**config.mk**
```make
export PLATFORM = sky130hd
export DESIGN_NAME = vram_arbiter
export DESIGN_NICKNAME = d
export VERILOG_FILES = /design/src/rtl/vram_arbiter.sv
export SDC_FILE = /design/constraint.sdc
export NUM_CORES = 1
export LEC_CHECK = 0
export ABC_AREA = 1
export CORE_UTILIZATION = 36
export DETAILED_ROUTE_END_ITERATION = 16
export GPL_TIMING_DRIVEN = 0
export PLACE_DENSITY = 0.95
export RECOVER_POWER = 25
export SYNTH_ARGS = -nofsm -noshare
export SYNTH_HDL_FRONTEND = slang
export SYNTH_SLANG_ARGS = --single-unit
export TNS_END_PERCENT = 5
```
**constraint.sdc**
```tcl
create_clock -name i_clk -period 4.61 [get_ports i_clk]
set_clock_uncertainty 0.2 [all_clocks]
set_input_delay 1.1525 -clock i_clk [delete_from_list [all_inputs] [get_ports i_clk]]
set_output_delay 1.1525 -clock i_clk [all_outputs]
set_load 0.01 [all_outputs]
```
**src/rtl/vram_arbiter.sv**
```systemverilog
// VRAM arbiter: gives the video fetch path absolute priority on a single-port
// RAM and lets two requesters share the remaining slots round-robin, but only
// inside the blanking update window that opens after each i_animate pulse.
//
// state      | meaning
// -----------+-----------------------------------------------------------
// ST_DISPLAY | active display; requesters locked out, wait for i_animate
// ST_UPDATE  | update window open; grants allowed while i_blanking=1
// ST_GUARD   | per-frame op budget used up; wait for blanking to end
module vram_arbiter #(
   parameter int AW     = 12,
   parameter int DW     = 8,
   parameter int MAXOPS = 1024
) (
   input  logic          i_clk,
   input  logic          i_rst,
   input  logic          i_blanking,
   input  logic          i_animate,
   input  logic          i_vid_req,
   input  logic [AW-1:0] i_vid_addr,
   output logic          o_vid_valid,
   output logic [DW-1:0] o_vid_data,
   input  logic [1:0]    i_req,
   input  logic [1:0]    i_we,
   input  logic [AW-1:0] i_addr0,
   input  logic [AW-1:0] i_addr1,
   input  logic [DW-1:0] i_wdata0,
   input  logic [DW-1:0] i_wdata1,
   output logic [1:0]    o_gnt,
   output logic [1:0]    o_rvalid,
   output logic [DW-1:0] o_rdata,
   output logic          o_ram_en,
   output logic          o_ram_we,
   output logic [AW-1:0] o_ram_addr,
   output logic [DW-1:0] o_ram_wdata,
   input  logic [DW-1:0] i_ram_rdata,
   output logic          o_frame_tick,
   output logic [1:0]    o_state
);

   typedef enum logic [1:0] {
      ST_DISPLAY = 2'd0,
      ST_UPDATE  = 2'd1,
      ST_GUARD   = 2'd2
   } state_t;

   localparam logic [15:0] MAX_OPS = 16'(MAXOPS);

   state_t      state_q, state_d;
   logic [15:0] ops_q, ops_d;
   logic        prio_q, prio_d;        // requester favoured when both ask
   logic        tick_q, tick_d;
   logic [1:0]  rvalid_q, rvalid_d;
   logic        vid_valid_q, vid_valid_d;

   logic        vid_acc;
   logic        gnt_ok;
   logic        sel;
   logic [1:0]  gnt;

   // Arbitration and RAM port steering for the current cycle
   always_comb begin
      vid_acc     = i_rst & i_vid_req;
      gnt_ok      = i_rst & ~i_vid_req & (state_q == ST_UPDATE) & i_blanking
                    & (ops_q < MAX_OPS) & (|i_req);
      sel         = (i_req == 2'b11) ? prio_q : i_req[1];
      gnt         = 2'b00;
      o_ram_en    = 1'b0;
      o_ram_we    = 1'b0;
      o_ram_addr  = '0;
      o_ram_wdata = '0;
      if (vid_acc) begin
         o_ram_en   = 1'b1;
         o_ram_addr = i_vid_addr;
      end else if (gnt_ok) begin
         gnt[sel]    = 1'b1;
         o_ram_en    = 1'b1;
         o_ram_we    = sel ? i_we[1] : i_we[0];
         o_ram_addr  = sel ? i_addr1 : i_addr0;
         o_ram_wdata = sel ? i_wdata1 : i_wdata0;
      end
   end

   // Next-state, op counting, round-robin pointer and return tracking
   always_comb begin
      state_d     = state_q;
      ops_d       = ops_q;
      prio_d      = prio_q;
      tick_d      = 1'b0;
      rvalid_d    = gnt & ~i_we;
      vid_valid_d = vid_acc;
      if (gnt_ok) begin
         ops_d  = ops_q + 16'd1;
         prio_d = ~sel;
      end
      case (state_q)
         ST_DISPLAY: begin
            if (i_animate) begin
               state_d = ST_UPDATE;
               ops_d   = 16'd0;
               tick_d  = 1'b1;
            end
         end
         ST_UPDATE: begin
            if (!i_blanking)
               state_d = ST_DISPLAY;
            else if (gnt_ok && ops_d == MAX_OPS)
               state_d = ST_GUARD;
         end
         ST_GUARD: begin
            if (!i_blanking)
               state_d = ST_DISPLAY;
         end
         default: state_d = ST_DISPLAY;
      endcase
   end

   // State and return registers; reset is synchronous and active-low
   always_ff @(posedge i_clk) begin
      if (!i_rst) begin
         state_q     <= ST_DISPLAY;
         ops_q       <= 16'd0;
         prio_q      <= 1'b0;
         tick_q      <= 1'b0;
         rvalid_q    <= 2'b00;
         vid_valid_q <= 1'b0;
      end else begin
         state_q     <= state_d;
         ops_q       <= ops_d;
         prio_q      <= prio_d;
         tick_q      <= tick_d;
         rvalid_q    <= rvalid_d;
         vid_valid_q <= vid_valid_d;
      end
   end

   // Returns in flight when reset asserts are dropped immediately
   assign o_gnt        = gnt;
   assign o_rvalid     = rvalid_q & {2{i_rst}};
   assign o_vid_valid  = vid_valid_q & i_rst;
   assign o_rdata      = i_ram_rdata;
   assign o_vid_data   = i_ram_rdata;
   assign o_frame_tick = tick_q;
   assign o_state      = state_q;

endmodule

```
## After elaboration in Yosys (flattened, before gate mapping)

Index checks and enable logic that the tools add are counted.

| storage, ports and cells | value |
|---|---|
| flip-flop bits (word level) | 23 |
| latch bits | 0 |
| bits in writable memories | 0 |
| memory bits (read-only) | 0 |
| input port bits | 69 |
| output and inout port bits | 46 |
| logic and storage cells | 60 |
| memories kept | 0 |

| cells by class | value |
|---|---|
| add/sub/neg operators | 1 |
| multiply operators | 0 |
| divide/modulo/power cells | 0 |
| $lt $le $gt $ge | 3 |
| eq/ne operators | 7 |
| shift-type cells | 0 |
| muxes and demuxes | 25 |
| bitwise gates (word level) | 12 |
| reductions and logical operators | 6 |

Operators with widths:

| cell | number |
|---|---|
| $mux W16 | 3 |
| $mux W12 | 3 |
| $mux W8 | 3 |
| $add A16 B1 Y16 const B | 1 |
| $eq A16 B11 Y1 const B | 1 |
| $lt A16 B11 Y1 const B | 1 |
| $mux W2 | 6 |
| $mux W1 | 8 |
| $and A1 B1 Y1 | 7 |
| $pmux W2 S3 | 1 |
| $and A2 B2 Y2 | 2 |
| $eq A2 B2 Y1 const B | 2 |
| $ne A2 B2 Y1 const B | 2 |
| $ne A3 B2 Y1 const B | 1 |
| $reduce_and A3 Y1 | 1 |
| $eq A2 B1 Y1 const B | 1 |
| $logic_and A1 B1 Y1 | 2 |
| $logic_not A2 Y1 | 1 |
| $lt A1 B2 Y1 const B | 1 |
| $not A1 Y1 | 2 |
| $not A2 Y2 | 1 |
| $reduce_and A2 Y1 | 1 |
| $reduce_or A2 Y1 | 1 |
| $demux W1 S1 | 1 |
| $ge A1 B1 Y1 const B | 1 |

## Logic depth before layout (Yosys ltp)

Gate-level depths: netlist (run 1).

| depth | value |
|---|---|
| word-level depth | 12 |
| mapped depth | 12 |
| mapped depth without buffers | 12 |

## Worst setup path after synthesis (run 1)

OpenSTA, ideal clock, no wires.

| timing | value |
|---|---|
| kind | in2out |
| start | input i_blanking |
| end | output o_ram_addr[6] |
| arrival time | 2.085 ns |
| required time | 3.258 ns |
| path slack | 1.172 ns |
| cell stages on the path | 7 |
| path buffers | 1 |
| cell sequence | nand3_1 > nor2_4 > nand2_4 > nor3_4 > buf_6 > a22oi_1 > nand2_1 |

| between the ends | value |
|---|---|
| cells in the longest elaborated chain, start to end | 5 |

RTL lines:

| element | line | source |
|---|---|---|
| from (decl) | 17 | `input logic i_blanking,` |
| $and A1 B1 Y1 | 64 | `gnt_ok = i_rst & ~i_vid_req & (state_q == ST_UPDATE) & i_blanking` |
| $and A1 B1 Y1 (2 in series) | 65 | `& (ops_q < MAX_OPS) & (\|i_req);` |
| $mux W12 | 75 | `end else if (gnt_ok) begin` |
| $mux W12 | 72 | `if (vid_acc) begin` |
| to (decl) | 34 | `output logic [AW-1:0] o_ram_addr,` |

No other way between the ends.

## Worst setup path in the final report (run 1)

| timing | value |
|---|---|
| start | input i_blanking |
| end | output o_ram_wdata[0] |

| between the ends | value |
|---|---|
| cells in the longest elaborated chain, start to end | 5 |

RTL lines:

| element | line | source |
|---|---|---|
| $and A1 B1 Y1 | 64 |  |
| $and A1 B1 Y1 (2 in series) | 65 |  |
| $mux W8 | 75 |  |
| $mux W8 | 72 |  |
| to (decl) | 35 | `output logic [DW-1:0] o_ram_wdata,` |

No other way between the ends.

==> results of run 1 <==
[logic make-up (layout without fill, tap and decap cells)]
kind of cell / after synthesis / count (layout) / synth area share [%]
AND/OR/NAND/NOR: 122 / 122 / 36.7
buffers and inverters: 49 / 161 / 18.7
AO/OA/AOI/OAI: 23 / 23 / 10.9
flip-flops: 23 / 23 / 31.1
XOR/XNOR: 3 / 3 / 1.77
adder cells (fa/ha/maj): 1 / 1 / 0.844
[final timing paths]
| path | start | end | slack (ns) | depth (start not counted) |
|---|---|---|---|---|
| setup reg to reg | o_state[1] | o_state[0] | 2.70 | 10 |
| setup / recovery | i_blanking | o_ram_wdata[0] | 0.13 | 8 |
| hold / removal | ops_q[11] | ops_q[11] | 0.23 | 2 |
| hold reg to reg | ops_q[11] | ops_q[11] | 0.23 | 2 |
[registers in the layout (all words and copies together) (netlist names)]
register      cells
prio_q            1
o_frame_tick      1
o_state           2
vid_valid_q       1
rvalid_q          2
ops_q            16
[area by class of cell]
type | count | area [um2] | area share (%)
plain buffers | 22 | 173 | 6.42
clock buffers | 4 | 45.0 | 1.67
inverters | 27 | 101 | 3.77
multi-input cells | 149 | 744 | 27.7
flip-flops and latches | 23 | 460 | 17.1
well taps | 48 | 60.1 | 2.23
repair buffers | 108 | 1110 | 41.1
[metrics by stage]
step           TNS, ns  utilization, %  std cells  instance area (um2)  total power [mW]
6_report             0            70.8        381                 2690             0.451
5_1_grt              0            70.8        381                 2690             0.472
4_1_cts              0            70.0        380                 2660             0.456
3_5_place_dp     -4.24            68.5        375                 2600             0.334
3_3_place_gp     -3.01            68.5        375                 2600             0.331
2_1_floorplan        0               -        221                 1480             0.246
[layer usage]
metal  track usage, %  vias up  share of wire [%]
li1                 -      906                  -
met1             24.8      815                 38
met2             42.2       65                 56
met3             2.76        8                4.9
met4             7.45        0                1.6
met5                0        -                  0
[power by group through the flow]
| stage | Combinational, mW | Clock [mW] | Sequential [mW] |
|---|---|---|---|
| after floorplan | 0.0395 | 0 | 0.207 |
| after global placement | 0.125 | 0 | 0.206 |
| after detailed placement | 0.128 | 0 | 0.207 |
| after CTS | 0.128 | 0.126 | 0.202 |
| after global routing | 0.134 | 0.136 | 0.202 |
| final | 0.125 | 0.124 | 0.202 |
[cells in the final DEF, fill, tap and decap left out, types with 2 or more instances in the layout]
cell type and instances:
a21oi_1 5, a22o_1 9, a22oi_1 5, buf_4 18
buf_6 4, clkbuf_1 3, clkbuf_8 3, clkdlybuf4s50_1 82
dfxtp_1 23, dlygate4sd2_1 3, dlygate4sd3_1 4, dlymetal6s2s_1 16
inv_1 25, inv_2 2, nand2_1 62, nand3_1 14
nor2_1 27, nor2_2 2, nor2_4 2, nor3_1 7
o21ai_0 3, xor2_1 2
[worst reg2reg max path, cell delays in order, from the launching register on]
cell     delay (ns)
dfxtp_1        0.33
inv_1          0.09
nand3_2        0.14
inv_1          0.08
nand2_1        0.05
nor2_1         0.32
nand2_1        0.16
o21ai_1        0.20
nand3_1        0.13
nand2_1        0.07
nand2_1        0.04
[repair_timing]
action | in CTS | in global routing
endpoints found under the setup margin | 23 | 19
pin swaps | 1 | 4
gates resized for setup | 6 | 18
setup buffers | 1 | 1
==> reports/metrics.csv, run 1 <==
stage,metric,value,unit
run_status,status,"finished, final reports clean",
final_layout,share of cells above drive strength 1,11.1,%
yosys,ys flop type,dfxtp_1,
routing,drt wl/cell,12.8,um
timing,Fmax achieved,223,MHz
final_layout,layout filler cell count,305,
setup_path,critical path's top delay family,buffers and inverters,
die,die width,66.2,um
timing,final setup margin,0.125,ns
placed_design,pre-CTS setup slack,-0.247,ns
clock_tree,CTS tree,built,
grt,first-pass GRT wire length,7.46,mm
timing,"Hold Vio Cnt, Final",0,
hold_path,worst min path class,flip-flop to flip-flop,
clock_tree,Sink Count,23,
routing,DRC Markers,0,
final_layout,Layout Nets,404,
clock_tree,cts bufs inserted,3,
setup_path,Crit Path Class,primary input to primary output,
setup_path,crit end category,primary output,
setup_path,Startpoint Class,primary input,
routing,Post-Route WL,4.87,mm
setup_path,CP max stage cell,clkdlybuf4s50_1,
routing,Vias/cell,4.71,
grt,GRT Total Usage,22.1,%
routing,Final ANT Viol Nets,0,
yosys,"FF+latch count, synth",23,
die,Initial Utilization,39.0,%
yosys,Synth area leaders,"dfxtp_1, nand2_1, buf_4",
yosys,syn_nets,291,
yosys,Synth area leader,dfxtp_1,
power_and_ir_drop,logic gate share of total power,27.7,%
timing,"Slew Viols, Final",0,
setup_path,most frequent CP cell,clkdlybuf4s50_1,
power_and_ir_drop,Sw Pwr,106,uW
clock_tree,clock tree buffer depth,2,
setup_path,CP Max Fanout,10,
power_and_ir_drop,Int Power,345,uW
die,die height,66.2,um
grt,initial antenna violation count,0,
final_layout,# diodes,0,
clock_tree,H-tree depth,1,
run,max cap viols,0,
timing,# setup viols final,0,
yosys,"EDFF count, synth",0,
yosys,top-area cell type share of the netlist area,31.1,%
yosys,most numerous cell in the Yosys netlist,nand2_1,
timing,RSZ-0062 raised after global routing,false,
yosys,Mean Syn Cell Area,6.71,um2
timing,Tcrit/Tclk final,97.3,%
power_and_ir_drop,worst vdd ir,0.108,mV
clock_tree,"CTS clk-pin slew, worst paths",0.08,ns
setup_path,worst path cell trace,"clkdlybuf4s50_1, nand3_2, nor2_4, nand2_4, nor3_4, buf_6, a22o_1, clkdlybuf4s50_1",
clock_tree,"Clk Latency, worst-skew pair",0.26,ns
timing,Tmin final,4.48,ns
final_layout,Syn-to-layout area delta,81.5,%
grt,pin count of the biggest net entering global routing,13,
yosys,Synth cell types,28,
power_and_ir_drop,leakage power,1.40,nW
die,row count,22,
setup_path,WP data required,3.26,ns
power_and_ir_drop,clock network power share,27.5,%
clock_tree,clk root buf,clkbuf_8,
yosys,most frequent cells after synthesis,"nand2_1, nor2_1, inv_1, dfxtp_1, buf_4",
yosys,fraction of registers with async set/reset,0,%
die,I/O pins,115,
yosys,share of the yosys chip area belonging to registers,31.1,%
grt,vias in the first global route,1746,
yosys,Mapped Cells,221,
grt,Congestion Overflow GR,0,
die,core area,3800,um2
placed_design,DP HPWL,3.97,mm
placed_design,RD Place Congestion,0.809,
yosys,Synth Cell Area,1480,um2
placed_design,Port Buffers,106,
timing,Max-slew headroom,68.7,%
power_and_ir_drop,sw frac,23.6,%
clock_tree,hold_buf cts,0,
routing,Iter 0 DRT Violations,64,
power_and_ir_drop,sequential power share,44.8,%
timing,worst-margin pin slew,0.470,ns
yosys,Synth warnings,0,
routing,Vias,1794,
routing,First-pass DRT Iterations,5,
power_and_ir_drop,Power Density,168,nW/um2
setup_path,CP Buf/Inv Count,3,
setup_path,CP Data Arrival Time,3.13,ns
setup_path,Max stage delay on crit path,0.55,ns
timing,WHS,0.232,ns
die,DIE AREA,4380,um2
No activity file was read; power rests on OpenSTA's default activity.
==> run 2, diff against run 1 <==
--- a/config.mk
+++ b/config.mk
@@ -7,10 +7,12 @@
 export LEC_CHECK = 0
 export ABC_AREA = 1
 export CORE_UTILIZATION = 36
+export CTS_CLUSTER_DIAMETER = 120
 export DETAILED_ROUTE_END_ITERATION = 16
 export GPL_TIMING_DRIVEN = 0
 export PLACE_DENSITY = 0.95
 export RECOVER_POWER = 25
+export SKIP_CTS_REPAIR_TIMING = 1
 export SYNTH_ARGS = -nofsm -noshare
 export SYNTH_HDL_FRONTEND = slang
 export SYNTH_SLANG_ARGS = --single-unit
==> reports/metrics.csv, run 2 (synthesis results as in run 1) <==
stage,metric,value,unit,change
setup_path,Startpoint Class,primary input,,
timing,"Hold Vio Cnt, Final",0,,unchanged
grt,initial antenna violation count,0,,unchanged
power_and_ir_drop,Int Power,346,uW,+0.29%
power_and_ir_drop,Sw Pwr,108,uW,+1.1%
final_layout,Syn-to-layout area delta,81.6,%,about the same
clock_tree,cts bufs inserted,3,,unchanged
timing,RSZ-0062 raised after global routing,false,,
final_layout,"Design Area, Final",2690,um2,about the same
power_and_ir_drop,sequential power share,44.6,%,-0.2 points
final_layout,"commonest non-fill, non-tap cell in the layout",clkdlybuf4s50_1,,
timing,Tcrit/Tclk final,97.9,%,+0.58 points
run_status,status,"finished, final reports clean",,
final_layout,# diodes,0,,unchanged
power_and_ir_drop,logic gate share of total power,27.8,%,about the same
clock_tree,clk root buf,clkbuf_8,,
routing,Vias,1797,,+0.17%
timing,Tmin final,4.51,ns,+0.0268 ns
routing,drt wl/cell,12.8,um,about the same
clock_tree,clock tree buffer depth,2,,unchanged
die,die height,66.2,um,unchanged
setup_path,CP Max Fanout,10,,unchanged
timing,Setup TNS,0,ns,unchanged
placed_design,Port Buffers,106,,unchanged
grt,vias in the first global route,1721,,-1.4%
hold_path,sink of the worst hold path,ops_q[11],,
routing,Final ANT Viol Nets,0,,unchanged
die,die width,66.2,um,unchanged
final_layout,max reg flops,16,,unchanged
clock_tree,H-tree depth,1,,unchanged
routing,DRC Markers,0,,unchanged
clock_tree,"Clk Latency, worst-skew pair",0.26,ns,about the same
die,core area,3800,um2,unchanged
power_and_ir_drop,clock network power share,27.6,%,about the same
power_and_ir_drop,Power Density,168,nW/um2,+0.44%
clock_tree,"CTS clk-pin slew, worst paths",0.08,ns,about the same
setup_path,r2r setup slk,2.69,ns,about the same
final_layout,"commonest cells after routing, fill and taps aside","clkdlybuf4s50_1, nand2_1, nor2_1, inv_1, dfxtp_1",,
placed_design,DP HPWL,3.97,mm,unchanged
clock_tree,Sink Count,23,,unchanged
final_layout,Reg with most FFs,ops_q,,
setup_path,worst reg2reg path startpoint,o_state[1],,
timing,Max-slew headroom,71.6,%,+3.0 points
timing,worst-margin pin slew,0.424,ns,-0.0460 ns
placed_design,placed cell area,2600,um2,unchanged
placed_design,RD Place Congestion,0.809,,unchanged
setup_path,Crit Path Class,primary input to primary output,,
setup_path,CP Data Arrival Time,3.16,ns,+0.03 ns
final_layout,Final Non-Filler Cells,379,,-0.52%
setup_path,cells on worst reg2reg path,12,,+2
power_and_ir_drop,leakage power,1.43,nW,+2.6%
routing,Vias/cell,4.74,,+0.70%
hold_path,worst min path class,flip-flop to flip-flop,,
power_and_ir_drop,sw frac,23.7,%,+0.15 points
die,row count,22,,unchanged
final_layout,layout filler cell count,306,,+0.33%
final_layout,Layout Nets,402,,-0.50%
timing,Fmax achieved,222,MHz,-0.59%
final_layout,share of cells above drive strength 1,10.6,%,-0.54 points
die,Initial Utilization,39.0,%,unchanged
routing,Post-Route WL,4.84,mm,-0.53%
run,max cap viols,0,,unchanged
hold_path,hold depth,2,,unchanged
placed_design,DP Cell Count,375,,unchanged
timing,# setup viols final,0,,unchanged
die,DIE AREA,4380,um2,unchanged
setup_path,WP data required,3.26,ns,about the same
grt,GRT Total Usage,21.7,%,-0.36 points
hold_path,critical hold path startpoint,ops_q[11],,
timing,"Slew Viols, Final",0,,unchanged
routing,First-pass DRT Iterations,4,,-1
routing,Iter 0 DRT Violations,83,,+30%
power_and_ir_drop,worst vdd ir,0.108,mV,+0.47%
grt,Congestion Overflow GR,0,,unchanged
grt,pin count of the biggest net entering global routing,13,,unchanged
grt,first-pass GRT wire length,7.35,mm,-1.5%
die,I/O pins,115,,unchanged
setup_path,crit end category,primary output,,
setup_path,Worst R2R End,o_state[0],,
clock_tree,CTS tree,built,,
## run 2: how the worst max path moves through the flow
stage / from / endpoint / cells past startpoint
2_1_floorplan: i_blanking / o_ram_addr[6] / 7
3_3_place_gp: i_rst / o_ram_addr[4] / 11
3_5_place_dp: i_rst / o_ram_addr[4] / 11
4_1_cts: i_rst / o_ram_addr[4] / 11
5_1_grt: i_blanking / o_gnt[0] / 7
6_report: i_blanking / o_gnt[0] / 7
## run 2: final cells by class
cell class	count	area, um2	share of cell area, %
Tap cell	48	60.1	2.23
Inverter	27	101	3.76
Timing Repair Buffer	106	1100	41.0
Buffer	22	176	6.55
Clock buffer	4	45.0	1.67
Multi-Input combinational cell	149	744	27.6
Sequential cell	23	460	17.1
## run 2: routing by layer
layer / routed length, um / up-vias / GRT usage [%] / share of wire, %
met5: 0 / - / 0 / 0
met4: 81 / 0 / 7.18 / 1.7
met3: 267 / 10 / 2.76 / 5.5
met2: 2690 / 75 / 41.5 / 56
met1: 1800 / 810 / 24.5 / 37
li1: - / 902 / - / -
## run 2: metrics by stage
| step | total power, mW | hold WS [ns] | util (%) | setup slack (ns) |
|---|---|---|---|---|
| after floorplan | 0.246 | 0.208 | - | 1.17 |
| after global placement | 0.331 | 0.218 | 68.5 | -0.188 |
| after detailed placement | 0.334 | 0.223 | 68.5 | -0.247 |
| after CTS | 0.457 | 0.236 | 69.7 | -0.278 |
| after global routing | 0.473 | 0.265 | 70.9 | 0.0173 |
| final | 0.453 | 0.232 | 70.9 | 0.0986 |
## run 2: power groups by stage
stage / sequential, mW / clock [mW] / combinational, mW
global placement: 0.206 / 0 / 0.125
floorplan: 0.207 / 0 / 0.0395
finish: 0.202 / 0.125 / 0.126
global route: 0.202 / 0.136 / 0.135
CTS: 0.202 / 0.126 / 0.129
detailed placement: 0.207 / 0 / 0.128
## run 2: critical path, stage by stage
cell and delay (ns):
clkdlybuf4s50_1 0.51, nand3_2 0.14, nor2_4 0.16, nand2_4 0.12, nor3_4 0.34, buf_6 0.19, clkdlybuf4s50_1 0.54
